<file path="src/rtl/coef_sequencer_if.sv">
// Config port and coefficient stream bundle for coef_sequencer.
// slave = sequencer side, master = controller/datapath side.
interface coef_sequencer_if #(
  parameter int ADDR_W = 3,
  parameter int WIDTH  = 32
);
  logic                     cfg_we;
  logic [ADDR_W-1:0]        cfg_addr;
  logic signed [WIDTH-1:0]  cfg_data;
  logic                     cfg_err;
  logic                     start;
  logic                     busy;
  logic signed [WIDTH-1:0]  coef_out;
  logic [ADDR_W-1:0]        coef_idx;
  logic                     coef_valid;
  logic                     coef_ready;
  logic                     coef_last;
  logic                     done;

  modport slave (
    input  cfg_we, cfg_addr, cfg_data,
    input  start, coef_ready,
    output cfg_err, busy, coef_out,
    output coef_idx, coef_valid,
    output coef_last, done
  );

  modport master (
    output cfg_we, cfg_addr, cfg_data,
    output start, coef_ready,
    input  cfg_err, busy, coef_out,
    input  coef_idx, coef_valid,
    input  coef_last, done
  );
endinterface

</file>
<file path="src/rtl/coef_sequencer.sv">
// Run-time coefficient bank streamed in index order per start pulse.
// Bank is write-locked during a pass so a pass sees one coefficient set.
module coef_sequencer #(
  parameter int NUM_COEF = 8,
  parameter int ADDR_W   = 3,
  parameter int WIDTH    = 32
) (
  input logic clk,
  input logic reset_n,
  coef_sequencer_if.slave bus
);

  typedef enum logic [1:0] {
    IDLE,
    RUN,
    DONE
  } state_e;

  localparam logic [ADDR_W-1:0] LAST =
    ADDR_W'(NUM_COEF - 1);
  localparam logic [ADDR_W:0] NUM =
    (ADDR_W + 1)'(NUM_COEF);

  state_e            state_q, state_d;
  logic [ADDR_W-1:0] idx_q, idx_d;
  logic              valid_q, valid_d;
  logic              done_q, done_d;
  logic              err_q, err_d;
  logic [WIDTH-1:0]  bank_q [NUM_COEF];
  logic [WIDTH-1:0]  bank_d [NUM_COEF];

  logic xfer;
  logic addr_ok;
  logic wr_ok;

  always_comb begin
    xfer    = valid_q & bus.coef_ready;
    addr_ok = {1'b0, bus.cfg_addr} < NUM;
    wr_ok   = bus.cfg_we & addr_ok
            & (state_q != RUN);
    err_d   = bus.cfg_we & ~wr_ok;

    bank_d = bank_q;
    if (wr_ok) begin
      bank_d[bus.cfg_addr] = bus.cfg_data;
    end

    state_d = state_q;
    idx_d   = idx_q;
    valid_d = valid_q;
    done_d  = 1'b0;

    unique case (state_q)
      IDLE: begin
        if (bus.start) begin
          state_d = RUN;
          idx_d   = '0;
          valid_d = 1'b1;
        end
      end
      RUN: begin
        if (xfer) begin
          if (idx_q == LAST) begin
            state_d = DONE;
            idx_d   = '0;
            valid_d = 1'b0;
            done_d  = 1'b1;
          end else begin
            idx_d = idx_q + 1'b1;
          end
        end
      end
      DONE: begin
        state_d = IDLE;
      end
      default: begin
        state_d = IDLE;
        idx_d   = '0;
        valid_d = 1'b0;
      end
    endcase
  end

  always_ff @(posedge clk or negedge reset_n) begin
    if (!reset_n) begin
      state_q <= IDLE;
      idx_q   <= '0;
      valid_q <= 1'b0;
      done_q  <= 1'b0;
      err_q   <= 1'b0;
      for (int i = 0; i < NUM_COEF; i++) begin
        bank_q[i] <= '0;
      end
    end else begin
      state_q <= state_d;
      idx_q   <= idx_d;
      valid_q <= valid_d;
      done_q  <= done_d;
      err_q   <= err_d;
      bank_q  <= bank_d;
    end
  end

  // Combinational read of the registered index.
  assign bus.coef_out   = bank_q[idx_q];
  assign bus.coef_idx   = idx_q;
  assign bus.coef_valid = valid_q;
  assign bus.coef_last  = valid_q
                        & (idx_q == LAST);
  assign bus.busy       = (state_q != IDLE);
  assign bus.done       = done_q;
  assign bus.cfg_err    = err_q;

endmodule

</file>
<file path="src/flat_wrapper.sv">
// flat-port wrapper written by rule: the top's interface ports become plain ports
module coef_sequencer_flat 
#(
  parameter int NUM_COEF = 8,
  parameter int ADDR_W   = 3,
  parameter int WIDTH    = 32
)
  (clk, reset_n, bus_cfg_we, bus_cfg_addr, bus_cfg_data, bus_start, bus_coef_ready, bus_cfg_err, bus_busy, bus_coef_out, bus_coef_idx, bus_coef_valid, bus_coef_last, bus_done);
  coef_sequencer_if #(.ADDR_W(ADDR_W), .WIDTH(WIDTH)) bus_i ();
  input logic clk;
  input logic reset_n;
  input wire logic [$bits(bus_i.cfg_we)-1:0] bus_cfg_we;
  input wire logic [$bits(bus_i.cfg_addr)-1:0] bus_cfg_addr;
  input wire logic [$bits(bus_i.cfg_data)-1:0] bus_cfg_data;
  input wire logic [$bits(bus_i.start)-1:0] bus_start;
  input wire logic [$bits(bus_i.coef_ready)-1:0] bus_coef_ready;
  output wire logic [$bits(bus_i.cfg_err)-1:0] bus_cfg_err;
  output wire logic [$bits(bus_i.busy)-1:0] bus_busy;
  output wire logic [$bits(bus_i.coef_out)-1:0] bus_coef_out;
  output wire logic [$bits(bus_i.coef_idx)-1:0] bus_coef_idx;
  output wire logic [$bits(bus_i.coef_valid)-1:0] bus_coef_valid;
  output wire logic [$bits(bus_i.coef_last)-1:0] bus_coef_last;
  output wire logic [$bits(bus_i.done)-1:0] bus_done;
  assign bus_i.cfg_we = bus_cfg_we;
  assign bus_i.cfg_addr = bus_cfg_addr;
  assign bus_i.cfg_data = bus_cfg_data;
  assign bus_i.start = bus_start;
  assign bus_i.coef_ready = bus_coef_ready;
  assign bus_cfg_err = bus_i.cfg_err;
  assign bus_busy = bus_i.busy;
  assign bus_coef_out = bus_i.coef_out;
  assign bus_coef_idx = bus_i.coef_idx;
  assign bus_coef_valid = bus_i.coef_valid;
  assign bus_coef_last = bus_i.coef_last;
  assign bus_done = bus_i.done;
  coef_sequencer #(.NUM_COEF(NUM_COEF), .ADDR_W(ADDR_W), .WIDTH(WIDTH)) u_core (.clk(clk), .reset_n(reset_n), .bus(bus_i));
endmodule
</file>
<file path="config.mk">
export PLATFORM = sky130hd
export DESIGN_NAME = coef_sequencer_flat
export DESIGN_NICKNAME = d
export VERILOG_FILES = /design/src/rtl/coef_sequencer_if.sv /design/src/rtl/coef_sequencer.sv /design/src/flat_wrapper.sv
export SDC_FILE = /design/constraint.sdc
export NUM_CORES = 1
export LEC_CHECK = 0
export BUFFER_PORTS_ARGS = -buffer_cell sky130_fd_sc_hd__buf_2
export CAP_MARGIN = 10
export CORE_MARGIN = 10
export CORE_UTILIZATION = 25
export CTS_CLUSTER_SIZE = 8
export DETAILED_ROUTE_END_ITERATION = 16
export HOLD_SLACK_MARGIN = 0.03
export PLACE_DENSITY = 0.43
export SYNTH_ARGS = -nofsm -noshare
export SYNTH_HDL_FRONTEND = slang
export SYNTH_SLANG_ARGS = --single-unit
</file>
<file path="constraint.sdc">
create_clock -name clk -period 2.6 [get_ports clk]
set_input_delay 0.26 -clock clk [delete_from_list [all_inputs] [get_ports clk]]
set_output_delay 0.26 -clock clk [all_outputs]
set_load 0.005 [all_outputs]
</file>
==> metrics.md, run 1 <==
| Metric | Value |
|---|---|
| Final Setup Violations | 0 |
| Initial core utilization | 25.2% |
| Share of cells above drive strength 1 | 63.2% |
| Hold WC Path Type | in2reg |
| Iter 0 DRT Violations | about 270 |
| Top post-synthesis cells by area | dfrtp_1, mux2_2, mux4_2, mux2_4, buf_2 |
| Mean Syn Cell Area | around 17 um2 |
| Register area | between 6000 and 7000 um2 |
| Post-synth EDFFs | 0 |
| Netlist cell types | 34 |
| LEAKAGE | approximately 6.8 nW |
| Final std cell area, no fill | ~14000 um2 |
| TritonCTS clock tree | built |
| Worst Skew | 0.0188 ns |
| Post-synth ARST share | between 90% and 100% |
| Req. time, crit path | 2.34 ns |
| Clock Path Buffers | 3 |
| DP HPWL | about 18 mm |
| Max stage delay on crit path | ~0.51 ns |
| Top-count cell post-synth | dfrtp_1 |
| Die area | between 50000 and 60000 um2 |
| CTS Root Cell | clkbuf_16 |
| Actual slew at the worst max-slew pin | between 0.7 and 0.8 ns |
| Post-synth top cells | dfrtp_1, mux2_2, mux4_2, mux2_4, buf_2 |
| Post-Syn Area | between 10000 and 15000 um2 |
| Number of synthesis warnings | 0 |
| Post-place setup slack | approximately 0.55 ns |
| Post-route setup slack | approximately 0.08 ns |
| CP Launch Type | flip-flop |
| Via count | about 6500 |
| # fillers | ~4700 |
| Area growth from synthesis to layout | 21.2% |
| Routed wire length | roughly 30 mm |
| Final Hold Fails | 0 |
| Overflow after GRT | 0 |
| Post-route ant nets | 0 |
| Share of the synthesized area in the top cell type | roughly 55% |
| Worst path bufs/invs | 3 |
| Final non-filler cell total | ~1400 |
| Critical Path Sink Type | output port |
| Critical Path Fanout Max | 8 |
| Antenna violations before repair | 6 |
| Mean number of vias per cell | ~4.5 |
| CP top delay family | multiplexers |
| Core area | 47500 um2 |
| Hold slack final | approximately 0.050 ns |
| CTS HTree Levels | 2 |
| Die H | 239 um |
| Total global-route track usage | 11.0% |
| Site Rows | 80 |
| Port Buffers | a little under 80 |
| Final period util | 96.9% |
| FF+latch count, synth | around 260 |
| Cts bufs inserted | 39 |
| IO Pins | 80 |
| Placer Congestion | about 0.7 |
| DR DRC count | 0 |
| First-pass GRT wire length | 47.9 mm |
| Footprint of the multi-input gates | 5130 um2 |
| Sequential area share after synthesis | approximately 55% |
| Area leader, netlist | dfrtp_1 |
| Inst Count DP | around 1400 |
| Critical path class | reg2out |
| Max-Cap Viols | 0 |
| Clk pin slew, worst setup/hold paths | 0.05 ns |
| Layout Utilization | between 30% and 40% |
| Vias in the first global route | between 7000 and 8000 |
| Die W | around 240 um |
| Cells along the critical path | buf_4, buf_16, mux4_2, mux2_2, buf_2 |
| Routed WL per cell | between 20 and 25 um |
| DRT Pass-1 Iters | 4 |
| Min Tclk post-route | about 2.5 ns |
| Post-Syn Nets | about 750 |
| Peak Freq | 0.397 GHz |
| Maximum VDD drop | between 400 and 500 uV |
| Largest net degree at the start of global routing | between 80 and 90 |
| Clk Latency, worst-skew pair | approximately 0.54 ns |
| Status | completed |
| Slew Viols, Final | 0 |
| CTS sink cnt | roughly 260 |
| Synth Instances | 702 |
| PD cells | 1170 nW/um2 |
| Synth Flop Type | dfrtp_1 |
| Slowest CP cell | mux4_2 |
| Dpl cell area | around 13000 um2 |
| Worst slew margin | around 49% |
| Fin nets | approximately 850 |
| Worst EP arrival | around 2.3 ns |
## cell families after synthesis
kind of cell / Yosys count / share of synthesized area [%]
buffers and inverters: 48 / 2.25
muxes: 356 / 40.5
AOI/OAI and AO/OA: 2 / 0.115
and+or+nand+nor: 29 / 1.64
DFF: 264 / 55.2
adders and majority gates: 3 / 0.314
## placed cells by master (no fill, tap or decap), types with 2 or more instances in the layout
master	Yosys	layout
and2_1	2	2
buf_12	3	11
buf_16	0	2
buf_2	20	78
buf_4	0	16
clkbuf_1	17	3
clkbuf_16	0	43
dfrtp_1	264	261
dfrtp_4	0	2
dlygate4sd3_1	0	3
ha_1	3	3
mux2_1	5	5
mux2_2	255	251
mux2_4	30	34
mux2i_1	2	2
mux4_2	64	64
nand2_1	4	4
nand3_1	3	2
nor2_1	3	3
nor3b_1	2	2
## per-layer routing
layer | vias up | global-route usage [%] | share of wire [%]
met2 | 106 | 17.0 | 46
met4 | 8 | 3.53 | 2.1
met1 | 3479 | 14.9 | 48
met5 | - | 0 | 0.20
met3 | 50 | 2.70 | 4.3
li1 | 2852 | - | -
## power by group
group | leakage, nW | switching, W | internal (W)
registers | 3.49 | 0.000864 | 0.00571
clock network | 0.526 | 0.00179 | 0.00282
logic | 2.78 | 0.00214 | 0.00359
total | 6.80 | 0.00479 | 0.0121
## state kept, by name, indices dropped and copies added, names as in the netlist
signal	flops
u_core.bus.coef_idx	3
u_core.bus.cfg_err	1
u_core.state_q	2
u_core.bus.done	1
u_core.bus.coef_valid	1
u_core.bank_q	256
## timing repair
item	4_1_cts	5_1_grt
hold buffers	3	0
endpoints found under the setup margin	20	24
hold endpoints to repair	45	0
cloned	1	3
gates resized for setup	8	1
setup buffers	0	5
## final cells by class
class | instances | share of cell area [%]
multi-input cells | 390 | 35.4
repair buffers | 114 | 6.25
well taps | 615 | 5.31
inverters | 1 | 0.0259
diodes | 1 | 0.0173
clock buffers | 43 | 6.98
clock inverters | 4 | 0.414
flip-flops and latches | 264 | 45.6
## through the flow
step	power (W)	setup TNS, ns
floorplan	0.0102	0
global placement	0.0121	0
detailed placement	0.0121	0
CTS	0.0171	-0.000178
global route	0.0180	-0.0300
finish	0.0169	0
## worst paths after layout
kind | to | depth (start not counted) | from | slack (ns)
worst min register to register | u_core.bank_q[164] | 1 | u_core.bank_q[164] | 0.48
worst max-delay path | bus_coef_out[8] | 5 | u_core.bus.coef_idx[0] | 0.08
min in group asynchronous | u_core.bank_q[69] | 2 | reset_n | 0.23
worst min-delay path | u_core.bus.done | 2 | bus_coef_ready | 0.05
worst max register to register | u_core.bank_q[145] | 3 | u_core.state_q[0] | 0.53
max in group asynchronous | u_core.bank_q[127] | 3 | reset_n | 1.52
Power figures use the tool's default switching activity.
==> run 2: changes to the inputs <==
CORE_UTILIZATION = 33   (was 25)
PLACE_DENSITY = 0.52   (was 0.43)
SLEW_MARGIN = 20   (was unset)
==> metrics.md, run 2 (same netlist as run 1, synthesis figures left out) <==
| Metric | Value |
|---|---|
| Dpl cell area | 13100 um2 (-1.2%) |
| Die area | 44300 um2 (-22%) |
| Reg2Reg Setup Slack | 0.52 ns (about the same) |
| Slowest CP cell | mux4_2 |
| Antenna violations before repair | 1 (-5) |
| Iter 0 DRT Violations | 264 (-1.9%) |
| Area growth from synthesis to layout | 19.0% |
| Via count | 6457 (-0.59%) |
| CP Launch Type | flip-flop |
| Largest net degree at the start of global routing | 96 (+10%) |
| WHS Path Cells | 2 (unchanged) |
| Total global-route track usage | 12.7% (+1.6 points) |
| PD cells | 1160 nW/um2 (-0.58%) |
| Placer Congestion | 0.681 (-0.95%) |
| Max-Cap Viols | 0 (unchanged) |
| LEAKAGE | 6.76 nW (-0.61%) |
| Fin nets | 849 (-0.47%) |
| R2R Path End | u_core.bank_q[136] |
| Critical hold path startpoint | bus_cfg_we |
| Hold worst-path end | u_core.bus.cfg_err |
| Share of cells above drive strength 1 | 63.1% (-0.10 points) |
| Clock Path Buffers | 3 (unchanged) |
| Initial core utilization | 33.6% (+8.4 points) |
| Top reg by flops | u_core.bank_q |
| CP top delay family | multiplexers |
| Min Tclk post-route | 2.53 ns (+0.0129 ns) |
| Clk Latency, worst-skew pair | 0.53 ns (about the same) |
| CTS sink cnt | 264 (unchanged) |
| Post-route ant nets | 0 (unchanged) |
| Peak Freq | 0.395 GHz (-0.51%) |
| Most common cell after layout, fill and taps aside | dfrtp_1 |
| DRT Pass-1 Iters | 4 (unchanged) |
| TritonCTS clock tree | built |
| Slew Viols, Final | 0 (unchanged) |
| Core area | 35700 um2 (-25%) |
| Port Buffers | 79 (unchanged) |
| Overflow after GRT | 0 (unchanged) |
| Inst Count DP | 1220 (-11%) |
| Commonest non-fill, non-tap cells in the layout | dfrtp_1, mux2_2, buf_2 |
| Actual slew at the worst max-slew pin | 0.817 ns (+0.0469 ns) |
| Req. time, crit path | 2.34 ns (about the same) |
| Cells along the critical path | buf_16, mux4_2, mux2_4, buf_6 |
| Final Setup Violations | 0 (unchanged) |
| Die H | 210 um (-12%) |
| Final Hold Fails | 0 (unchanged) |
| Vias in the first global route | 7230 (+0.33%) |
| Unrepaired setup endpoints after global routing | yes |
| Site Rows | 69 (-14%) |
| Cts bufs inserted | 39 (unchanged) |
| Final non-filler cell total | 1272 (-11%) |
| Mean number of vias per cell | 5.08 (+12%) |
| Maximum VDD drop | 520 uV (+28%) |
| CTS HTree Levels | 2 (unchanged) |
| Max reg flops | 256 (unchanged) |
| Clk pin slew, worst setup/hold paths | 0.05 ns (about the same) |
| Final std cell area, no fill | 14200 um2 (-1.8%) |
| Worst Skew | 0.0153 ns (-0.00348 ns) |
| Critical path class | reg2out |
| Worst slew margin | 45.5% (-3.1 points) |
| Critical Path Fanout Max | 26 (+18) |
| Levels on crit path | 4 (-1) |
| DP HPWL | 16.3 mm (-12%) |
| Worst Reg-to-Reg Cells | 3 (unchanged) |
| CTS Root Cell | clkbuf_16 |
| First-pass GRT wire length | 44.0 mm (-8.2%) |
| Die W | 210 um (-12%) |
| Worst EP arrival | 2.27 ns (about the same) |
| Routed WL per cell | 21.7 um (+0.57%) |
| Worst path bufs/invs | 2 (-1) |
| N_diodes | 0 (-1) |
| Routed wire length | 27.6 mm (-11%) |
| Setup TNS | 0 ns (unchanged) |
| Hold WC Path Type | in2reg |
| Status | completed |
| IO Pins | 80 (unchanged) |
| Max stage delay on crit path | 0.55 ns (+0.04 ns) |
| Critical Path Sink Type | output port |
| Final total power | 0.0165 W (-2.4%) |
| DR DRC count | 0 (unchanged) |
| Layout Utilization | 39.9% (+9.4 points) |
| Worst r2r src | u_core.state_q[0] |
| Final period util | 97.4% (+0.50 points) |
-- run 2: changes by cell type in the layout (fill, tap and decap cells not counted), moves of 2 or more --
| cell | before | now |
|---|---|---|
| buf_2 | 78 | 76 |
| mux2_2 | 251 | 248 |
| mux2_4 | 34 | 37 |
| clkbuf_16 | 43 | 41 |
| buf_6 | 0 | 2 |
-- run 2: worst max-delay path by stage --
stage	slack (ns)	to	from
after detailed placement	0.53	bus_coef_out[31]	u_core.bus.coef_idx[0]
after global placement	0.52	bus_coef_out[31]	u_core.bus.coef_idx[0]
after floorplan	0.58	bus_coef_out[2]	u_core.bus.coef_idx[0]
final	0.07	bus_coef_out[23]	u_core.bus.coef_idx[0]
after CTS	-0.005	bus_coef_out[31]	u_core.bus.coef_idx[0]
after global routing	-0.004	bus_coef_out[23]	u_core.bus.coef_idx[0]
-- run 2: final cells by class --
type | instances | area [um2]
multi-input cells | 390 | 5140
repair buffers | 110 | 841
well taps | 461 | 577
fillers | 3306 | 21400
flip-flops and latches | 264 | 6620
inverters | 1 | 3.75
clock buffers | 43 | 1020
clock inverters | 3 | 33.8
-- run 2: report_power, final --
part | internal [W] | switching (W)
clock network | 0.00274 | 0.00173
registers | 0.00571 | 0.000883
logic | 0.00346 | 0.00199
-- run 2: timing repair --
item / in CTS / in global routing
resized for setup: 8 / 3
cloned: 0 / 1
hold buffers: 3 / 0
endpoints found under the setup margin: 13 / 21
setup buffers: 2 / 0
endpoints found under the hold margin: 89 / 0
-- run 2: routing by layer --
layer,track usage [%],up-vias,part of all wire [%]
met4,4.10,2,2.0
met5,0,-,0.025
met1,16.6,3470,46
li1,-,2823,-
met2,20.4,116,48
met3,2.73,46,4.5
-- run 2: through the flow --
step                worst slack (ns)  hold slack (ns)
finish                        0.0673           0.0547
global route                -0.00426           0.0336
CTS                         -0.00521           0.0321
detailed placement             0.526            0.346
global placement               0.522            0.349
floorplan                      0.578          -0.0356
==> run 3: changes to the inputs <==
MAX_ROUTING_LAYER = met4   (was unset)
SKIP_LAST_GASP = 1   (was unset)
==> metrics.md, run 3 (same netlist as run 1, synthesis figures left out) <==
| Metric | Value |
|---|---|
| CTS HTree Levels | 2 (unchanged) |
| TritonCTS clock tree | built |
| Worst EP arrival | 2.29 ns (+0.02 ns) |
| Critical Path Fanout Max | 26 (unchanged) |
| Slew Viols, Final | 0 (unchanged) |
| Post-place setup slack | 0.526 ns (unchanged) |
| IO Pins | 80 (unchanged) |
| Register area | 6620 um2 (unchanged) |
| CTS Root Cell | clkbuf_16 |
| Post-route ant nets | 0 (unchanged) |
| Critical Path Sink Type | output port |
| Hold slack final | 0.0578 ns (+0.00317 ns) |
| Top reg by flops | u_core.bank_q |
| Die W | 210 um (unchanged) |
| Port Buffers | 79 (unchanged) |
| Largest net degree at the start of global routing | 96 (unchanged) |
| Routed WL per cell | 21.7 um (+0.24%) |
| Via count | 6467 (+0.15%) |
| Antenna violations before repair | 1 (unchanged) |
| Initial core utilization | 33.6% (unchanged) |
| Worst slew margin | 45.8% (+0.23 points) |
| DRT Pass-1 Iters | 4 (unchanged) |
| DP HPWL | 16.3 mm (unchanged) |
| Final Setup Violations | 0 (unchanged) |
| Critical path class | reg2out |
| Status | completed |
| Peak Freq | 0.392 GHz (-0.75%) |
| Most common cell after layout, fill and taps aside | dfrtp_1 |
| Clk Latency, worst-skew pair | 0.53 ns (about the same) |
| Unrepaired setup endpoints after global routing | yes |
| Fin nets | 849 (unchanged) |
| Cells along the critical path | buf_12, mux4_2, mux2_2, buf_2 |
| Commonest non-fill, non-tap cells in the layout | dfrtp_1, mux2_2, buf_2 |
| Area growth from synthesis to layout | 18.6% |
| Routed wire length | 27.7 mm (+0.32%) |
| Iter 0 DRT Violations | 274 (+3.8%) |
| Share of cells above drive strength 1 | 63.1% (unchanged) |
| Final Hold Fails | 0 (unchanged) |
| Overflow after GRT | 0 (unchanged) |
| Slowest CP cell | mux4_2 |
| Maximum VDD drop | 520 uV (about the same) |
| Final period util | 98.1% (+0.74 points) |
| Actual slew at the worst max-slew pin | 0.813 ns (-0.00340 ns) |
| Worst Skew | 0.0170 ns (+0.00169 ns) |
| Clk pin slew, worst setup/hold paths | 0.05 ns (about the same) |
| Placer Congestion | 0.688 (+1.0%) |
| Core area | 35700 um2 (unchanged) |
| Total global-route track usage | 13.1% (+0.39 points) |
| Footprint of the multi-input gates | 5110 um2 (-0.51%) |
| Site Rows | 69 (unchanged) |
| Max reg flops | 256 (unchanged) |
| Die area | 44300 um2 (unchanged) |
| CTS sink cnt | 264 (unchanged) |
| Min Tclk post-route | 2.55 ns (+0.0192 ns) |
| Reg2Reg Setup Slack | 0.54 ns (+0.02 ns) |
| PD cells | 1160 nW/um2 (-0.30%) |
| CP Launch Type | flip-flop |
| Clock Path Buffers | 3 (unchanged) |
| Cts bufs inserted | 39 (unchanged) |
| Die H | 210 um (unchanged) |
| DR DRC count | 0 (unchanged) |
| # fillers | 3310 (+0.12%) |
| LEAKAGE | 6.73 nW (-0.36%) |
| Post-route setup slack | 0.0481 ns (-0.0192 ns) |
| Req. time, crit path | 2.34 ns (about the same) |
| Worst path bufs/invs | 2 (unchanged) |
| Max-Cap Viols | 0 (unchanged) |
| Mean number of vias per cell | 5.08 (about the same) |
| First-pass GRT wire length | 44.0 mm (about the same) |
| Vias in the first global route | 7232 (+0.028%) |
| Hold WC Path Type | in2reg |
| Max stage delay on crit path | 0.55 ns (about the same) |
| CP top delay family | multiplexers |
==> run 3: cell count changes in the layout (fill, tap and decap cells not counted), sizes merged <==
cell | previous run | this run
diode | 0 | 1
==> run 3: what timing repair did <==
item | 4_1_cts | 5_1_grt
setup buffers | 2 | 0
pin swaps | 0 | 0
gates cloned | 0 | 1
hold buffers | 3 | 0
endpoints found under the setup margin | 13 | 21
resized for setup | 1 | 0
endpoints found under the hold margin | 89 | 0
==> run 3: worst reg2reg max path, delay by kind of cell, from the launching register on <==
kind          cells  cell delay [ns]
simple gates      2             1.06
mux               1             0.44
flops             1             0.43
==> run 3: metal layers <==
layer  vias to the layer above  GRT usage, %  routed length, um
met5                         -             -                  0
met4                         0          4.10                513
met3                        41          2.52               1200
met2                       107          20.4              13100
met1                      3489          16.8              12800
li1                       2830             -                  -
==> run 3: final timing paths <==
kind / start / endpoint / depth (start not counted)
min in group asynchronous: reset_n / u_core.bank_q[226] / 2
max in group asynchronous: reset_n / u_core.bank_q[161] / 3
hold / removal: bus_cfg_we / u_core.bus.cfg_err / 2
setup / recovery: u_core.bus.coef_idx[0] / bus_coef_out[23] / 4
hold reg to reg: u_core.bank_q[102] / u_core.bank_q[102] / 1
setup reg to reg: u_core.state_q[0] / u_core.bank_q[136] / 3
==> run 3: final cells by class <==
type                    instances  area share [%]
diodes                          1          0.0176
clock buffers                  43            7.20
clock inverters                 3           0.238
inverters                       1          0.0265
multi-input cells             390            36.0
flip-flops and latches        264            46.6
well taps                     461            4.07
repair buffers                110            5.78
==> run 3: per-stage QoR <==
| stage | cells | setup TNS (ns) | area [um2] | utilization (%) | power, W |
|---|---|---|---|---|---|
| 6_report | 1273 | 0 | 14200 | 39.8 | 0.0164 |
| 5_1_grt | 1273 | -0.0469 | 14200 | 39.8 | 0.0175 |
| 4_1_cts | 1271 | -0.0498 | 14200 | 39.7 | 0.0167 |
| 3_5_place_dp | 1220 | 0 | 13100 | 36.6 | 0.0120 |
| 3_3_place_gp | 1220 | 0 | 13100 | 36.6 | 0.0119 |
| 2_1_floorplan | 702 | 0 | 12000 | - | 0.0102 |
==> run 3: power by group <==
part | internal (W) | switching [W] | leakage [nW]
registers | 0.00571 | 0.000883 | 3.49
clock network | 0.00274 | 0.00174 | 0.518
logic | 0.00336 | 0.00197 | 2.72
total | 0.0118 | 0.00459 | 6.73
